[config.mk]
export PLATFORM = sky130hd
export DESIGN_NAME = book_cmd_scheduler
export DESIGN_NICKNAME = d
export VERILOG_FILES = /design/src/rtl/book_cmd_scheduler.sv
export SDC_FILE = /design/constraint.sdc
export NUM_CORES = 2
export LEC_CHECK = 0
export ABC_AREA = 0
export BUFFER_PORTS_ARGS = -buffer_cell sky130_fd_sc_hd__clkbuf_2
export CORE_MARGIN = 3
export CORE_UTILIZATION = 45
export DETAILED_ROUTE_END_ITERATION = 7
export GPL_TIMING_DRIVEN = 0
export SKIP_LAST_GASP = 1
export SLEW_MARGIN = 25
export SYNTH_ARGS = -nofsm -noshare
export SYNTH_HDL_FRONTEND = slang
export SYNTH_SLANG_ARGS = --single-unit
export TNS_END_PERCENT = 30
[constraint.sdc]
create_clock -name clkIn -period 41.7 [get_ports clkIn]
set_clock_uncertainty 0.1 [all_clocks]
set_input_delay 8.34 -clock clkIn [delete_from_list [all_inputs] [get_ports clkIn]]
set_output_delay 8.34 -clock clkIn [all_outputs]
set_load 0.05 [all_outputs]
[src/rtl/book_cmd_scheduler.sv]
// book_cmd_scheduler
//
// Takes decoded ITCH order events (add / delete / execute) from the parser
// and hands them to the order book engine as one command per valid/ready
// handshake. Bursts are held in an in-order circular queue so the engine
// may take several cycles per command. Events that arrive while the queue
// is full are dropped and counted. A MoldUDP64 packet loss flushes
// everything that has not yet been handed over.
//
// Ports:
//   clkIn, rstIn            250 MHz clock, asynchronous active-high reset
//   addValidIn/delValidIn/  event strobes; add wins over delete, which
//   execValidIn             wins over execute, when several are high
//   refNumIn, locateIn,     event payload, captured with the strobe
//   priceIn, sharesIn,
//   buySellIn
//   packetLostIn            flush request (sequence gap)
//   cmdReadyIn              engine accepts the presented command
//   cmdValidOut, cmd*Out    registered command and payload
//   occupancyOut            queue entries, excluding the output register
//   dropCountOut            saturating count of overflow drops
//   overflowOut             sticky, set on the first drop
//   multiEventErrOut        sticky, set when strobes collide
//   resyncOut               one-cycle pulse after a flush

module book_cmd_scheduler #(
  parameter int DEPTH = 16
) (
  input  logic                     clkIn,
  input  logic                     rstIn,
  input  logic                     addValidIn,
  input  logic                     delValidIn,
  input  logic                     execValidIn,
  input  logic [63:0]              refNumIn,
  input  logic [15:0]              locateIn,
  input  logic [31:0]              priceIn,
  input  logic [63:0]              sharesIn,
  input  logic                     buySellIn,
  input  logic                     packetLostIn,
  input  logic                     cmdReadyIn,
  output logic                     cmdValidOut,
  output logic [1:0]               cmdTypeOut,
  output logic [63:0]              cmdRefNumOut,
  output logic [15:0]              cmdLocateOut,
  output logic [31:0]              cmdPriceOut,
  output logic [63:0]              cmdSharesOut,
  output logic                     cmdBuySellOut,
  output logic [$clog2(DEPTH):0]   occupancyOut,
  output logic [15:0]              dropCountOut,
  output logic                     overflowOut,
  output logic                     multiEventErrOut,
  output logic                     resyncOut
);

  localparam int AW = $clog2(DEPTH);
  localparam int EW = 179;

  localparam logic [1:0] TYPE_ADD  = 2'd0;
  localparam logic [1:0] TYPE_DEL  = 2'd1;
  localparam logic [1:0] TYPE_EXEC = 2'd2;

  // Queue storage; no reset needed since only entries between the
  // pointers are ever read.
  logic [EW-1:0] mem [DEPTH];

  // Pointers carry one extra wrap bit to tell full from empty.
  logic [AW:0]   wr_ptr;
  logic [AW:0]   rd_ptr;

  logic          any_event;
  logic          multi_event;
  logic [1:0]    ev_type;
  logic          empty;
  logic          full;
  logic          pop;
  logic          push;
  logic          drop;
  logic [EW-1:0] in_entry;
  logic [EW-1:0] head_entry;

  // Event decode and queue control. A pop refills the output register
  // whenever it is empty or being consumed. A full queue still accepts an
  // event when a pop frees the head slot in the same cycle. A flush
  // suppresses both pushing and drop accounting.
  always_comb begin
    any_event   = addValidIn | delValidIn | execValidIn;
    multi_event = (addValidIn & delValidIn) | (addValidIn & execValidIn) |
                  (delValidIn & execValidIn);
    ev_type     = TYPE_EXEC;
    if (addValidIn) begin
      ev_type = TYPE_ADD;
    end else if (delValidIn) begin
      ev_type = TYPE_DEL;
    end
    empty      = (wr_ptr == rd_ptr);
    full       = (wr_ptr[AW-1:0] == rd_ptr[AW-1:0]) && (wr_ptr[AW] != rd_ptr[AW]);
    pop        = !empty && (!cmdValidOut || cmdReadyIn);
    push       = any_event && (!full || pop) && !packetLostIn;
    drop       = any_event && full && !pop && !packetLostIn;
    in_entry   = {ev_type, refNumIn, locateIn, priceIn, sharesIn, buySellIn};
    head_entry = mem[rd_ptr[AW-1:0]];
  end

  // Queue write port. When full with a simultaneous pop the write index
  // equals the head index; the head is read before this edge, so the new
  // entry safely replaces it.
  always_ff @(posedge clkIn) begin
    if (push) begin
      mem[wr_ptr[AW-1:0]] <= in_entry;
    end
  end

  // Pointers and occupancy. Occupancy is kept as its own register so the
  // output comes straight from a flop.
  always_ff @(posedge clkIn or posedge rstIn) begin
    if (rstIn) begin
      wr_ptr       <= '0;
      rd_ptr       <= '0;
      occupancyOut <= '0;
    end else if (packetLostIn) begin
      wr_ptr       <= '0;
      rd_ptr       <= '0;
      occupancyOut <= '0;
    end else begin
      if (push) begin
        wr_ptr <= wr_ptr + 1'b1;
      end
      if (pop) begin
        rd_ptr <= rd_ptr + 1'b1;
      end
      occupancyOut <= occupancyOut + {{AW{1'b0}}, push} - {{AW{1'b0}}, pop};
    end
  end

  // Output register. Payload only changes on a pop, so it stays stable
  // while the engine stalls. A flush drops the held command; the payload
  // bits are left as they are since cmdValidOut qualifies them.
  always_ff @(posedge clkIn or posedge rstIn) begin
    if (rstIn) begin
      cmdValidOut   <= 1'b0;
      cmdTypeOut    <= '0;
      cmdRefNumOut  <= '0;
      cmdLocateOut  <= '0;
      cmdPriceOut   <= '0;
      cmdSharesOut  <= '0;
      cmdBuySellOut <= 1'b0;
    end else if (packetLostIn) begin
      cmdValidOut <= 1'b0;
    end else if (pop) begin
      cmdValidOut   <= 1'b1;
      cmdTypeOut    <= head_entry[178:177];
      cmdRefNumOut  <= head_entry[176:113];
      cmdLocateOut  <= head_entry[112:97];
      cmdPriceOut   <= head_entry[96:65];
      cmdSharesOut  <= head_entry[64:1];
      cmdBuySellOut <= head_entry[0];
    end else if (cmdReadyIn) begin
      cmdValidOut <= 1'b0;
    end
  end

  // Status: drop counter saturates, error flags are sticky until reset and
  // survive a flush; resync simply echoes the flush one cycle later.
  always_ff @(posedge clkIn or posedge rstIn) begin
    if (rstIn) begin
      dropCountOut     <= '0;
      overflowOut      <= 1'b0;
      multiEventErrOut <= 1'b0;
      resyncOut        <= 1'b0;
    end else begin
      if (drop) begin
        overflowOut <= 1'b1;
        if (dropCountOut != 16'hFFFF) begin
          dropCountOut <= dropCountOut + 16'd1;
        end
      end
      if (multi_event) begin
        multiEventErrOut <= 1'b1;
      end
      resyncOut <= packetLostIn;
    end
  end

endmodule

==> results.py <==
metrics = {
    "global_route": {
        "antenna_found_initial": 72,
        "grt.total_usage_pct": 22.9,
        "grt_pass1_wl_um": 438000,
        "grt_remaining_overflow": 0,
        "grt_pass1_vias": 61489,
        "grt_start_max_net_pins": 75,
    },
    "cells_and_area": {
        "fin_nets": 6980,
        "drive_gt1_share_pct": 25.7,
        "fin_util_pct": 53.1,
        "area_growth_pct": 16.8,
    },
    "sta": {
        "hold_viol": 0,
        "layout_min_cycle_time_ns": 11.29,
        "grt_setup_unrepaired": "no",
        "timing.fmax_ghz": 0.0886,
        "slew_viol_final": 0,
        "setup_viol": 0,
        "final.period_utilization_pct": 27.1,
        "relSlewSlack_pct": 23.0,
        "worst_slew_pin_slew_ns": 1.16,
        "whs_ns": 0.379,
    },
    "detailed_routing": {
        "first_pass_iters": 5,
        "ant_nets": 0,
        "finalWirelength_um": 306000,
        "vias": 59845,
        "avgViaCountPerCell": 5.73,
        "drcViolationCount": 0,
        "drtIter0Drc": 6056,
        "wl_per_cell_um": 29.3,
    },
    "logic_synthesis": {
        "syn_nets": 6095,
        "seq_area_frac_synth_pct": 78.0,
        "synth-async-reset-ratio_pct": 6.95,
        "synth_edf_count": 2864,
        "synthMuxAreaShare_pct": 15.0,
        "yosysUniqueCellTypes": 42,
        "mappedNetlistArea_um2": 117000,
        "synth.avg_cell_area_um2": 19.9,
        "synth_xor_area_share_pct": 0.201,
        "synth_ff_type": "edfxtp_1",
        "ys_seq_elements": 3078,
        "synth-compound-area-share_pct": 2.63,
        "yosys.area_share.simple_pct": 2.71,
        "synthAdderAreaFrac_pct": 0.135,
        "synth_top_family_by_area": "multiplexers",
        "synthCells": 5899,
        "yosysWarnings": 0,
    },
    "die": {
        "die_height_um": 516,
        "core_area_um2": 258000,
        "die_area_um2": 267000,
        "ios": 388,
        "die_w_um": 516,
        "num_rows": 186,
        "start_util_pct": 45.4,
    },
    "critical_path": {
        "cp_max_fo": 7,
        "critPathTopFamily": "buffers and inverters",
        "crit_arrival_ns": 11.81,
        "critical_path.slowest_cell": "nor4_2",
        "start_kind": "input pin",
        "slowest_delay_ns": 0.47,
        "cp_num_buf_inv": 10,
        "cp_common_cell": "buf_2",
        "crit_chain": "clkbuf_2 > nand2b_1 > nor2_1 > a211o_1 > nor4_2 > buf_2 > buf_2 > buf_2 > buf_2 > buf_2 > buf_2 > buf_2 > buf_2 > buf_2",
        "criticalPathCategory": "in2reg",
        "worstSetupEndpointType": "flip-flop",
        "critPathRequiredTime_ns": 42.22,
    },
    "worst_hold_path": {
        "hp-class": "reg2reg",
    },
    "placed_design": {
        "gp_congestion": 0.744,
        "port_buffers": 387,
        "place_hpwl_um": 196000,
    },
    "cts": {
        "max-clock-path-buffers": 4,
        "clock_sinks": 3078,
        "clockRootBuffer": "clkbuf_16",
        "cts_max_level": 5,
        "cts_setup_buffers": 0,
        "cts_tree": "yes",
        "cts_buffers": 333,
        "clock_latency_ns": 0.94,
        "cts_hold_buf": 0,
        "cts_resized": 0,
        "cts.reportedPaths.clkPinSlew_ns": 0.06,
    },
    "power": {
        "powerDensity_nw_per_um2": 62.4,
        "max-vdd-ir-drop_v": 0.0000526,
        "leakage_nw": 44.6,
    },
    "status": {
        "status": "complete, no violations",
    },
    "run": {
        "drv_cap": 0,
    },
}
## placed cells by master (no fill, tap or decap), types with 34 or more instances in the layout
cell,netlist,routed
a21oi_1,366,366
a31oi_1,180,180
buf_12,0,34
buf_16,0,51
buf_2,185,225
buf_4,31,63
bufinv_16,0,36
clkbuf_1,87,154
clkbuf_16,0,343
clkbuf_2,0,391
clkinv_1,0,41
clkinv_2,0,56
dfrtp_1,214,214
edfxtp_1,2864,2864
mux2i_1,537,537
mux4_2,537,537
nand2_1,185,185
nor2_1,558,558
## state kept, by name, summed over array words and instances, names as in the netlist
signal            cells
overflowOut           1
cmdBuySellOut         1
mem                2864
cmdValidOut           1
cmdPriceOut          32
cmdLocateOut         16
occupancyOut          5
wr_ptr                5
dropCountOut         16
cmdRefNumOut         64
resyncOut             1
cmdSharesOut         64
rd_ptr                5
multiEventErrOut      1
cmdTypeOut            2
## stage by stage
step	setup TNS [ns]	setup slack [ns]	total power [mW]	instance area [µm²]	instances
floorplan	0	14.64	5.01	117000	5899
global placement	-1243.61	-7.02	5.68	123000	9670
detailed placement	0	29.48	5.69	126000	9833
CTS	0	30.47	8.63	137000	10421
global route	0	30.23	8.87	137000	10431
finish	0	30.41	8.54	137000	10447
## cell usage after synthesis (2+ instances only)
cell / count / share of area (%)
buf_4: 31 / 0.20
ha_1: 11 / 0.12
mux2_2: 5 / 0.048
edfxtp_1: 2864 / 73
nor4_1: 2 / 0.011
a211oi_1: 6 / 0.038
and2_1: 15 / 0.080
a21oi_1: 366 / 1.6
nor2_1: 558 / 1.8
nand4_1: 4 / 0.021
a31oi_1: 180 / 0.96
nand2_1: 185 / 0.59
and3_1: 9 / 0.048
nor3b_1: 2 / 0.013
dfrtp_1: 214 / 4.6
a21o_1: 2 / 0.013
xor2_1: 12 / 0.090
nor2b_1: 5 / 0.027
buf_2: 185 / 0.79
inv_1: 14 / 0.045
clkbuf_1: 87 / 0.28
nand3_1: 9 / 0.038
mux2i_1: 537 / 4.6
buf_1: 23 / 0.074
xnor2_1: 13 / 0.097
mux4_2: 537 / 10
nand2b_1: 3 / 0.016
and4_1: 4 / 0.030
nor3_1: 3 / 0.013
## final cells by class
type                            count  area, µm²
Clock inverter                    146       1620
Multi-Input combinational cell   2480      24200
Clock buffer                      442       9220
Fill cell                       20244     121000
Timing Repair Buffer              550       4530
Antenna cell                       26       65.1
Sequential cell                  3078      91400
Buffer                            327       1600
Inverter                           14       60.1
Tap cell                         3384       4230
## cells by family after synthesis
logic type | after synthesis
XOR/XNOR | 26
multiplexers | 1080
flip-flops | 3078
adder cells (fa/ha/maj) | 12
AO/OA/AOI/OAI | 560
AND/OR/NAND/NOR | 802
buffers and inverters | 341
## worst paths after layout
| path | cells after the start | startpoint | to | slack (ns) |
|---|---|---|---|---|
| setup reg to reg | 13 | rd_ptr[4]$_DFFE_PP0P_ | mem[3][132]$_DFFE_PP_ | 37.18 |
| hold / removal | 1 | multiEventErrOut$_DFFE_PP0P_ | multiEventErrOut$_DFFE_PP0P_ | 0.38 |
| hold reg to reg | 1 | multiEventErrOut$_DFFE_PP0P_ | multiEventErrOut$_DFFE_PP0P_ | 0.38 |
| setup / recovery | 14 | cmdReadyIn | mem[3][132]$_DFFE_PP_ | 30.41 |
| min in group asynchronous | 2 | rstIn | cmdPriceOut[31]$_DFFE_PP0P_ | 7.33 |
| max in group asynchronous | 3 | rstIn | cmdSharesOut[37]$_DFFE_PP0P_ | 33.29 |
## report_power, final
group	leakage (nW)	switching (mW)	total (mW)	internal [mW]
registers	28.3	0.0800	3.59	3.51
clock network	5.32	1.17	2.94	1.77
logic	11.0	1.32	2.01	0.685
## metal layers
metal	global-route usage (%)	share of wire, %	routed length, µm
met3	4.66	7.0	21400
met2	36.7	48	148000
met4	7.67	3.1	9560
met5	0	0.049	149
met1	31.5	42	127000
(Power assumes the default switching activity.)
